**src/rtl/issue_arb_rr.sv**
```systemverilog
// Round-robin issue arbiter: REQUESTERS buffers share one registered port, 1-cycle request-to-output latency.
// Backpressure: a stalled (out_valid & ~out_ready) or flushed output stage drops every req_ready bit.
module issue_arb_rr #(
   parameter  int DATA_WIDTH = 47,
   parameter  int REQUESTERS = 4,
   localparam int ID_W       = $clog2(REQUESTERS)
) (
   input  logic                             clk,
   input  logic                             rst,
   input  logic [DATA_WIDTH*REQUESTERS-1:0] req_data,
   input  logic [REQUESTERS-1:0]            req_valid,
   output logic [REQUESTERS-1:0]            req_ready,
   input  logic                             flush,
   output logic [DATA_WIDTH-1:0]            out_data,
   output logic [ID_W-1:0]                  out_id,
   output logic                             out_valid,
   input  logic                             out_ready
);

   logic [ID_W-1:0]       ptr;
   logic [DATA_WIDTH-1:0] slice [REQUESTERS];
   logic                  win_vld;
   logic [ID_W-1:0]       win_id;
   logic                  can_load;
   logic                  xfer;

   for (genvar g = 0; g < REQUESTERS; g++) begin : g_slice
      assign slice[g] = req_data[g*DATA_WIDTH +: DATA_WIDTH];
   end

   // Wraps modulo REQUESTERS, which need not be a power of two.
   function automatic logic [ID_W-1:0] wrap_idx(input logic [ID_W-1:0] base, input int off);
      logic [ID_W:0] sum;
      sum = {1'b0, base} + (ID_W+1)'(off);
      if (sum >= (ID_W+1)'(REQUESTERS)) begin
         sum = sum - (ID_W+1)'(REQUESTERS);
      end
      return sum[ID_W-1:0];
   endfunction

   // Scan from the farthest offset back to ptr so the closest valid buffer wins.
   always_comb begin
      win_vld = 1'b0;
      win_id  = '0;
      for (int k = REQUESTERS-1; k >= 0; k--) begin
         if (req_valid[wrap_idx(ptr, k)]) begin
            win_vld = 1'b1;
            win_id  = wrap_idx(ptr, k);
         end
      end
   end

   assign can_load = (~out_valid | out_ready) & ~flush;
   assign xfer     = win_vld & can_load;

   always_comb begin
      req_ready = '0;
      if (xfer) begin
         req_ready[win_id] = 1'b1;
      end
   end

   always_ff @(posedge clk) begin
      if (rst) begin
         ptr       <= '0;
         out_valid <= 1'b0;
         out_data  <= '0;
         out_id    <= '0;
      end else if (xfer) begin
         out_valid <= 1'b1;
         out_data  <= slice[win_id];
         out_id    <= win_id;
         ptr       <= (win_id == ID_W'(REQUESTERS-1)) ? '0 : win_id + 1'b1;
      end else if (flush || out_ready) begin
         out_valid <= 1'b0;
      end
   end

`ifndef SYNTHESIS
   a_ready_onehot : assert property (@(posedge clk) $onehot0(req_ready));
   a_stall_hold : assert property (@(posedge clk) disable iff (rst)
      (out_valid && !out_ready && !flush) |=> (out_valid && $stable(out_data) && $stable(out_id)));
`endif

endmodule
```
**config.mk**
```make
export PLATFORM = sky130hd
export DESIGN_NAME = issue_arb_rr
export DESIGN_NICKNAME = d
export VERILOG_FILES = /design/src/rtl/issue_arb_rr.sv
export SDC_FILE = /design/constraint.sdc
export NUM_CORES = 1
export LEC_CHECK = 0
export CAP_MARGIN = 30
export CORE_MARGIN = 1.5
export CORE_UTILIZATION = 36
export CTS_CLUSTER_SIZE = 28
export DETAILED_ROUTE_END_ITERATION = 8
export PLACE_DENSITY = 0.95
export SETUP_SLACK_MARGIN = 0.02
export SLEW_MARGIN = 20
export SYNTH_ARGS = -nofsm -noshare
export SYNTH_HDL_FRONTEND = slang
export SYNTH_SLANG_ARGS = --single-unit
```
**constraint.sdc**
```tcl
create_clock -name clk -period 4.5 [get_ports clk]
set_input_delay 0.9 -clock clk [delete_from_list [all_inputs] [get_ports clk]]
set_output_delay 0.9 -clock clk [all_outputs]
set_load 0.02 [all_outputs]
```
==> results.yml <==
cells_and_area:
  final_common_cell: "clkdlybuf4s50_1"
  insertedDiodeCount: 0
  instances_no_fill: 644
  mostFrequentLayoutCells: "clkdlybuf4s50_1, mux2i_1, dfxtp_1"
  final_nets: 731
  syn2layout_area_growth_pct: 81.8
  drive_gt1_frac: 0.0896
drt:
  drc: 0
  vias: 3408
  first_pass_iters: 4
  vias_per_cell: 5.29
  wirelength_um: 11100
  wl_per_cell_um: 17.2
  ant_nets: 0
  drt_iter0_drc: 58
flow_run:
  maxCapViolCount: 0
clock_tree:
  h-tree-depth: 2
  post_cts_resized: 0
  cts_tree: "yes"
  clock_sinks: 52
  clk_pin_slew_ns: 0.09
  post_cts_buffers: 0
  clk_path_buf_depth: 2
  clk-insertion-delay-late_ns: 0.30
  cts_root_buffer: "clkbuf_8"
  numCtsBuffers: 5
  holdBufCountCts: 0
timing:
  layout_min_cycle_time_ns: 3.90
  post-route-period-util: 0.867
  clock.fmax_mhz: 256
  skew_ns: 0.00941
  hold_violations: 0
  finalSetupViolCount: 0
  fin_setup_tns_ns: 0
  max-slew-margin-rel: 0.474
  worst_slew_pin_slew_ns: 0.789
  drv_slew: 0
  grt_setup_unrepaired: "false"
global_route:
  grt_max_degree: 49
  antenna_found_initial: 0
  grt_pass1_vias: 3522
  grt_pass1_wl_um: 17400
  overflow: 0
  gr-usage-all-layers: 0.227
worst_setup_path:
  cp_data_required_time_ns: 3.60
  crit_fanout: 8
  endpoint_kind: "primary output"
  setup.worst_path.start_class: "input port"
  crit_type: "input port to primary output"
  cp.arrival_ns: 3.00
power_and_ir_drop:
  p_comb_frac: 0.444
  p_per_area_mw_per_mm2: 256
  p_switching_uw: 465
  p_sw_frac: 0.315
  peakVddDrop_v: 0.000135
  leakage_nw: 2.12
  p_int_mw: 1.01
  power_mw: 1.47
  pwr-share-seq: 0.368
  p_clk_frac: 0.188
placement:
  port_buffers: 249
  place_hpwl_um: 8820
  dp.cells: 636
  place_congestion: 0.959
synth:
  ys_warn_count: 0
  syn_area_sq_mm: 0.00317
  synthCells: 301
  synth.distinct_cells: 24
  syn_avg_cell_area_sq_um: 10.5
  yosysSeqAreaShare: 0.328
  syn_nets: 497
  ys_ff_latch: 52
die:
  coreArea_sq_mm: 0.00864
  die_w_um: 96.8
  ioPinCount: 250
  rows: 34
  initial_core_util: 0.367
  dieArea_sq_mm: 0.00938
  chipHeight_um: 96.8
outcome:
  status: "completed"
min_path:
  worstHoldPathType: "register to register"
## final cells by class
cell class / instances / area, sq um
clock buffers: 8 / 90.1
fillers: 674 / 2870
multi-input cells: 223 / 1970
flip-flops and latches: 52 / 1040
well taps: 108 / 135
repair buffers: 253 / 2520
## synth_stat cells
library cell	n	area [sq um]
mux2i_1	94	941
dfxtp_1	52	1040
nand2_1	52	195
o221ai_2	30	450
o221ai_1	17	149
buf_2	10	50.1
buf_4	9	67.6
nor2b_1	6	37.5
nor2_1	5	18.8
buf_6	4	45.0
clkbuf_1	3	11.3
nor3_1	3	15.0
a211oi_1	2	15.0
a21oi_1	2	10.0
nor3b_1	2	15.0
nor4_2	2	25.0
a21boi_1	1	7.51
and3_1	1	6.26
nand2b_4	1	13.8
nor3_2	1	10.0
o22a_1	1	8.76
o32a_4	1	22.5
or3_1	1	6.26
xnor2_1	1	8.76
## final timing paths
path	endpoint	startpoint	slack, ns	depth (start not counted)
worst max-delay path	req_ready[1]	req_valid[3]	0.60	6
worst min-delay path	out_data[32]	out_data[32]	0.47	2
worst max register to register	out_data[7]	ptr[0]	2.20	6
worst min register to register	out_data[32]	out_data[32]	0.47	2
## power by group through the flow
stage	sequential [mW]	combinational [mW]	clock, mW
2_1_floorplan	0.611	0.278	0
3_3_place_gp	0.550	0.642	0
3_5_place_dp	0.551	0.658	0
4_1_cts	0.542	0.659	0.284
5_1_grt	0.548	0.694	0.301
6_report	0.542	0.654	0.277
## registers in the layout, indices dropped and copies added (netlist names)
name       flops
out_valid      1
out_data      47
out_id         2
ptr            2
## per-layer routing
layer | part of all wire | GRT usage | vias to the layer above | routed length, um
li1 | - | - | 1620 | -
met3 | 0.073 | 0.0643 | 22 | 807
met4 | 0.031 | 0.0903 | 0 | 340
met2 | 0.52 | 0.414 | 162 | 5780
met5 | 0 | 0 | - | 0
met1 | 0.38 | 0.246 | 1604 | 4160
## cell families (layout without fill, tap and decap cells)
kind of cell / Yosys count / in the layout / synth area share
buffers and inverters: 26 / 261 / 0.0549
AO/OA/AOI/OAI: 54 / 54 / 0.209
AND/OR/NAND/NOR: 74 / 74 / 0.108
XOR/XNOR: 1 / 1 / 0.00276
flip-flops: 52 / 52 / 0.328
multiplexers: 94 / 94 / 0.297
## worst max-delay path, cell delays in order
cell             delay [ns]
clkdlybuf4s50_1        0.58
nor4_2                 0.11
nor3_2                 0.49
nand2_1                0.18
nor2_1                 0.12
clkdlybuf4s50_1        0.61
## per-stage QoR
stage               hold slack (ns)  setup slack [ns]   util  cell area (sq um)
floorplan                     0.486              1.45      -               3170
global placement              0.442             0.725  0.657               5670
detailed placement            0.446             0.627  0.657               5670
CTS                           0.476             0.616  0.667               5760
global route                  0.492             0.488  0.667               5760
finish                        0.470             0.600  0.667               5760
Power figures use the tool's default switching activity.
